`config.mk`:
```
export PLATFORM = sky130hd
export DESIGN_NAME = fetch_buffer
export DESIGN_NICKNAME = d
export VERILOG_FILES = /design/src/rtl/fetch_buffer.sv
export SDC_FILE = /design/constraint.sdc
export NUM_CORES = 1
export LEC_CHECK = 0
export ABC_CLOCK_PERIOD_IN_PS = 7410
export CORE_UTILIZATION = 48
export CTS_CLUSTER_SIZE = 28
export DETAILED_ROUTE_END_ITERATION = 12
export GPL_TIMING_DRIVEN = 0
export PLACE_DENSITY_LB_ADDON = 0.05
export SYNTH_ARGS = -nofsm -noshare
export SYNTH_HDL_FRONTEND = slang
export SYNTH_SLANG_ARGS = --single-unit
```
`constraint.sdc`:
```
create_clock -name clk -period 7.41 [get_ports clk]
set_clock_uncertainty 0.15 [all_clocks]
set_input_delay 1.482 -clock clk [delete_from_list [all_inputs] [get_ports clk]]
set_output_delay 1.482 -clock clk [all_outputs]
set_load 0.1 [all_outputs]
```
`src/rtl/fetch_buffer.sv`:
```
// Instruction queue between the fetch aligner and decode: holds {pc, instr} pairs,
// classifies RVC words, and presents the head entry to decode via valid/ready.
module fetch_buffer #(
  parameter int unsigned DEPTH = 2,
  parameter int unsigned PTR_W = 1
) (
  input  logic        clk,
  input  logic        rst_n,
  input  logic        flush_i,
  input  logic        if_valid_i,
  input  logic [31:0] if_pc_i,
  input  logic [31:0] if_instr_i,
  output logic        if_ready_o,
  output logic        id_valid_o,
  input  logic        id_ready_i,
  output logic [31:0] id_pc_o,
  output logic [31:0] id_instr_o,
  output logic        id_rvc_o,
  output logic [31:0] id_pc_next_o
);

  localparam int unsigned CNT_W = PTR_W + 1;

  logic [31:0]      r_pc_mem    [DEPTH];
  logic [31:0]      r_instr_mem [DEPTH];
  logic [PTR_W-1:0] r_wr_ptr;
  logic [PTR_W-1:0] r_rd_ptr;
  logic [CNT_W-1:0] r_count;

  logic             w_push;
  logic             w_pop;
  logic [PTR_W-1:0] w_wr_ptr_inc;
  logic [PTR_W-1:0] w_rd_ptr_inc;
  logic [31:0]      w_head_pc;
  logic [31:0]      w_head_instr;
  logic             w_rvc;

  assign if_ready_o = (r_count != CNT_W'(DEPTH));
  assign id_valid_o = (r_count != '0);

  assign w_push = if_valid_i & if_ready_o & ~flush_i;
  assign w_pop  = id_valid_o & id_ready_i & ~flush_i;

  assign w_wr_ptr_inc = (r_wr_ptr == PTR_W'(DEPTH - 1)) ? '0 : r_wr_ptr + PTR_W'(1);
  assign w_rd_ptr_inc = (r_rd_ptr == PTR_W'(DEPTH - 1)) ? '0 : r_rd_ptr + PTR_W'(1);

  // Pointer and occupancy state; flush overrides any same-cycle push/pop.
  always_ff @(posedge clk or negedge rst_n) begin
    if (!rst_n) begin
      r_wr_ptr <= '0;
      r_rd_ptr <= '0;
      r_count  <= '0;
    end else if (flush_i) begin
      r_wr_ptr <= '0;
      r_rd_ptr <= '0;
      r_count  <= '0;
    end else begin
      if (w_push) r_wr_ptr <= w_wr_ptr_inc;
      if (w_pop)  r_rd_ptr <= w_rd_ptr_inc;
      case ({w_push, w_pop})
        2'b10:   r_count <= r_count + CNT_W'(1);
        2'b01:   r_count <= r_count - CNT_W'(1);
        default: r_count <= r_count;
      endcase
    end
  end

  // Entry storage needs no reset: empty-buffer outputs are masked below.
  always_ff @(posedge clk) begin
    if (w_push) begin
      r_pc_mem[r_wr_ptr]    <= if_pc_i;
      r_instr_mem[r_wr_ptr] <= if_instr_i;
    end
  end

  assign w_head_pc    = r_pc_mem[r_rd_ptr];
  assign w_head_instr = r_instr_mem[r_rd_ptr];
  assign w_rvc        = id_valid_o & (w_head_instr[1:0] != 2'b11);

  // Head presentation; an empty buffer shows pc=0, instr=0, full-width, next=4.
  always_comb begin
    id_pc_o    = '0;
    id_instr_o = '0;
    if (id_valid_o) begin
      id_pc_o    = w_head_pc;
      id_instr_o = w_rvc ? {16'h0000, w_head_instr[15:0]} : w_head_instr;
    end
  end

  assign id_rvc_o     = w_rvc;
  assign id_pc_next_o = id_pc_o + (w_rvc ? 32'd2 : 32'd4);

endmodule

```
# Word level (Yosys, flattened, before mapping)
# Memory sizes are Yosys's and may differ from the RTL's.
# Cells that the tools add are included.
dict set report op_classes {
  add_sub_neg 5
  eq_ne 4
  mux 14
  bitwise 6
  n_reduce_logical 4
}
# operator n
set op_table {}
lappend op_table {{$mux 32} 3}
lappend op_table {{$add 32x3->32} 1}
lappend op_table {{$mux 1} 8}
lappend op_table {{$reduce_bool 2->1} 3}
lappend op_table {{$and 1x1->1} 5}
lappend op_table {{$ne 2x2->1 const B} 2}
lappend op_table {{$pmux 2 s2} 1}
lappend op_table {{$mux 3} 1}
lappend op_table {{$reduce_bool 3->1} 1}
lappend op_table {{$add 1x1->1 const B} 2}
lappend op_table {{$add 2x1->2 const B} 1}
lappend op_table {{$eq 2x1->1 const B} 1}
lappend op_table {{$eq 2x2->1 const B} 1}
lappend op_table {{$mux 2} 1}
lappend op_table {{$sub 2x1->2 const B} 1}
lappend op_table {{$not 1->1} 1}
dict set report word_totals {
  regBits 4
  ramBits 128
  inputBits 69
  memories 2
}
# name depth width read_ports rd_ports_with_merged_regs wr line_no
set mem_list {}
lappend mem_list {r_instr_mem 2 32 1 0 1 25} ;# logic [31:0] r_instr_mem [DEPTH];
lappend mem_list {r_pc_mem 2 32 1 0 1 24} ;# logic [31:0] r_pc_mem [DEPTH];

# Logic depth before layout (Yosys ltp)
dict set report logic_depth {
  word_depth 6
  depth_mapped 14
}

# Worst setup path before layout
# OpenSTA, ideal clock, no wires.
dict set report synth_timing {
  path_type {register -> output}
  start {register r_rd_ptr}
  end {output id_pc_next_o[22]}
  arrival_ns 5.675
  required_ns 5.778
  path_slack_ns 0.103
  stages_incl_launch_ff 15
  n_path_buf 6
  path_cell_list {dfrtp_1 > buf_4 > buf_4 > buf_2 > buf_2 > buf_2 > mux2i_1 > nor2_1 > ha_1 > a21oi_1 > nor2_1 > nand3_1 > clkbuf_1 > nor3_1 > xnor2_1}
}
# item line_no
set synth_lines {}
lappend synth_lines {{start: declaration} 27} ;# logic [PTR_W-1:0] r_rd_ptr;
lappend synth_lines {{start signal: assignment} 59} ;# if (w_pop) r_rd_ptr <= w_rd_ptr_inc;
lappend synth_lines {{$mem_v2 2x32} --}
lappend synth_lines {{$mux 32} 84} ;# if (id_valid_o) begin
lappend synth_lines {{via id_pc_o[2]} 16} ;# output logic [31:0] id_pc_o,
lappend synth_lines {{$add 32x3->32} 91} ;# assign id_pc_next_o = id_pc_o + (w_rvc ? 32'd2 : 32'd4);
lappend synth_lines {{end: declaration} 19} ;# output logic [31:0] id_pc_next_o
# The timed path passes the listed nets, and every way through them passes these cells.

# Worst setup path after layout
dict set report layout_timing {
  start {register r_count[0]}
  end {output id_pc_next_o[20]}
}
dict set report layout_between {
  elab_chain_len 4
}
# item line_no
set layout_rtl {}
lappend layout_rtl {{start: declaration} 28} ;# logic [CNT_W-1:0] r_count;
lappend layout_rtl {{start signal: assignment} 61} ;# 2'b10: r_count <= r_count + CNT_W'(1);
lappend layout_rtl {{start signal: assignment} 62} ;# 2'b01: r_count <= r_count - CNT_W'(1);
lappend layout_rtl {{start signal: assignment} 63} ;# default: r_count <= r_count;
lappend layout_rtl {{$reduce_bool 2->1 *} 39} ;# assign id_valid_o = (r_count != '0);
lappend layout_rtl {{$and 1x1->1} 78} ;# assign w_rvc = id_valid_o & (w_head_instr[1:0] != 2'b11);
lappend layout_rtl {{$mux 3} 91}
lappend layout_rtl {{$add 32x3->32 *} 91}
# Mark *: on every way between the ends. The rest lies on a longest branch, timed or not.

==> flow_summary.toml <==
[outcome]
status = "finished clean"

[pwr]
switching_share_pct = 31.8
p_total_mw = 2.35
power_leakage_nw = 3.01
switchingPower_mw = 0.749
combPwrFrac_pct = 25.2
power_density_nw_per_um2 = 273
seqPwrFrac_pct = 36.8
pwr-share-clk_pct = 38.1
p_int_mw = 1.60
ir_worst_vdd_v = 0.000200

[logic_synthesis]
syn_area_per_cell_sq_um = 14.1
syn-num-nets = 493
ys_seq_area_share_pct = 66.3
synth_area_sq_um = 5950
syn_inst = 421
ys_ff_latch = 132
synth_top_area_cell = "edfxtp_1"
synth_area_leaders = "edfxtp_1 (65%), mux2i_1 (10%), nor2_1 (4.7%)"
synth_top_area_share_pct = 64.6
synth_warnings = 0
ys_types = 42

[min_path]
hp-class = "flip-flop to flip-flop"
min_from = "r_wr_ptr$_DFFE_PN0P_"
hold_end = "r_wr_ptr$_DFFE_PN0P_"
hold_depth = 2

[sta]
finalSetupTns_ns = 0
setup_viol = 0
min_period_ns = 7.10
maxSlewViolCount = 0
rsz0062_at_grt = "false"
fmax_mhz = 141
min_period_over_period_pct = 95.8
hold_viol_final = 0
worst_slew_pin_slew_ns = 1.02
slew-limit-headroom_pct = 31.6

[cts]
htreeDepth = 4
cts_tree = "built"
hold_buffers = 0
cts-root-buf = "clkbuf_16"
cts_resized = 0
clock_sinks = 132
cts.path.max_buffers = 2
postCtsSetupBuffers = 0
cts_buffers = 17
clock_latency_ns = 0.41
clkSlewWorstSetupHoldPaths_ns = 0.05

[grt]
grt-ovfl-total = 0
grt_antenna_before_repair = 0
grt_pass1_wl_um = 21400
grt_pass1_vias = 4121
grt_max_degree = 17
grt_usage_pct = 22.5

[finish]
stdcell_count = 800
fin_util_pct = 71.5
n_fill_cell = 843
syn_to_final_growth_pct = 44.8
diodes = 0
layout_common_cells = "clkdlybuf4s50_1 (165), edfxtp_1 (128), nor2_1 (75), mux2i_1 (62), xor2_1 (24)"
nets = 691
final_common_cell = "clkdlybuf4s50_1"
drive_gt1_share_pct = 13.3
ff_latch_area_sq_um = 3940
multiInputGateArea_sq_um = 1860
stdcell_area_sq_um = 8620

[drt]
viasPerCell = 5.12
wl_met1_um = 5680
drt-total-wl_um = 13800
drcViolationCount = 0
dr.pass1.iters = 4
dr_total_vias = 4098
ant_nets = 0
drt-initial-drc-count = 210
top_layer_used = "met4"
met3_length_um = 1020
dr_wl_met2_um = 6830
detail_route.wl_per_cell_um = 17.2

[setup_path]
reg2reg_slack_ns = 4.92
crit_chain = "nor2_1 -> buf_4 -> buf_2 -> buf_2 -> buf_2 -> nor2_1 -> ha_1 -> a21oi_1 -> nor2_1 -> nand3_1 -> clkbuf_1 -> nor3_1 -> xor2_1 -> clkdlybuf4s50_1"
r2r-end = "r_instr_mem[1][14]$_DFFE_PP_"
required_ns = 5.78
crit_type = "flip-flop to output port"
cp_max_fo = 10
cp_slowest_cell = "clkdlybuf4s50_1"
crit_path_start_kind = "flip-flop"
end_kind = "output port"
r2r.worst_path.cells = 6
critical_path.max_stage_delay_ns = 1.15
critPathArrivalTime_ns = 5.46
r2r_start = "r_count[0]$_DFFE_PN0P_"

[die]
die-width_um = 113
die_area_sq_um = 12800
ios = 168
start_util_pct = 49.3
placementRows = 40
fp.dieH_um = 113
core_area_sq_um = 12100

[place]
globalplace.congestion = 0.899
hpwlAfterDp_um = 10200
port_buffers = 167
post_dp_cell_area_sq_um = 7980
dp.cells = 768

[run]
maxCapViolations = 0
==> registers in the layout, summed over array words and instances, names as in the netlist <==
signal and cells:
r_wr_ptr 1, r_pc_mem 64, r_rd_ptr 1, r_count 2
r_instr_mem 64
==> power groups by stage <==
stage                     logic, mW  clock network, mW  registers (mW)
after floorplan               0.430                  0           0.882
after global placement        0.580                  0           0.886
after detailed placement      0.592                  0           0.880
after CTS                     0.594              0.904           0.865
after global routing          0.614              0.935           0.867
final                         0.592              0.895           0.865
==> logic make-up after synthesis <==
| kind of cell | after synthesis | synth area share (%) |
|---|---|---|
| simple gates | 151 | 13.1 |
| buf+inv | 26 | 2.63 |
| xor+xnor | 30 | 4.41 |
| mux | 62 | 10.4 |
| fa+ha+maj | 3 | 0.757 |
| flops | 132 | 66.3 |
| compound gates | 17 | 2.40 |
==> per-layer routing <==
metal	track usage, %	vias up
met4	10.9	0
met1	26.3	1961
met3	7.18	21
met5	0	-
met2	37.8	172
li1	-	1944
==> layout make-up <==
cell class	instances	area share [%]
multi-input combinational	263	21.6
clock buffer	17	4.93
tap	168	2.44
sequential	132	45.7
clock inverter	15	2.45
timing repair buffer	179	21.0
buffer	20	1.55
inverter	6	0.261
==> synth_stat cells <==
cell type and count:
nor2b_1 1, nor4b_2 1, a32o_1 1, a211oi_1 1, xnor2_1 6, nor3b_1 1
buf_4 5, nor3_2 1, nand3b_4 1, buf_6 2, nand4_1 3, nand3b_1 2
a21oi_1 4, nor4_1 1, nor2_1 75, nor3b_2 1, o21ai_0 5, nor4_2 7
nand2b_1 4, nor4_4 1, a211oi_2 2, and3_1 1, dfrtp_1 4, ha_1 2
clkbuf_1 1, a211oi_4 1, buf_8 1, nand3_1 13, mux2i_1 62, a21oi_2 1
o211ai_4 1, o21ai_1 1, nor2_2 1, edfxtp_1 128, nand4_2 1, buf_2 11
xor2_1 24, nor3_1 13, nand3_2 2, fa_1 1, nand2_1 21, inv_1 6
==> critical path: cells and delay by family, from the launching register on <==
| kind | cells | cell delay (ns) |
|---|---|---|
| fa+ha+maj | 1 | 0.31 |
| compound gates | 1 | 0.32 |
| buf+inv | 6 | 2.79 |
| simple gates | 5 | 1.05 |
| flops | 1 | 0.42 |
| xor+xnor | 1 | 0.16 |
==> worst max-delay path by stage <==
stage | from | to | slack [ns]
6_report | r_count[0]$_DFFE_PN0P_ | id_pc_next_o[20] | 0.31
4_1_cts | r_count[0]$_DFFE_PN0P_ | id_pc_next_o[20] | 0.29
2_1_floorplan | r_rd_ptr$_DFFE_PN0P_ | id_pc_next_o[22] | 0.10
3_5_place_dp | r_count[0]$_DFFE_PN0P_ | id_pc_next_o[20] | 0.74
5_1_grt | r_count[0]$_DFFE_PN0P_ | id_pc_next_o[20] | 0.03
3_3_place_gp | if_valid_i | r_instr_mem[1][14]$_DFFE_PP_ | -2.87
==> metrics by stage <==
stage / setup WS, ns / hold slack, ns
global route: 0.0272 / 0.473
CTS: 0.286 / 0.454
detailed placement: 0.742 / 0.442
floorplan: 0.103 / 0.369
finish: 0.313 / 0.448
global placement: -2.87 / 0.389
Power figures use the tool's default switching activity.
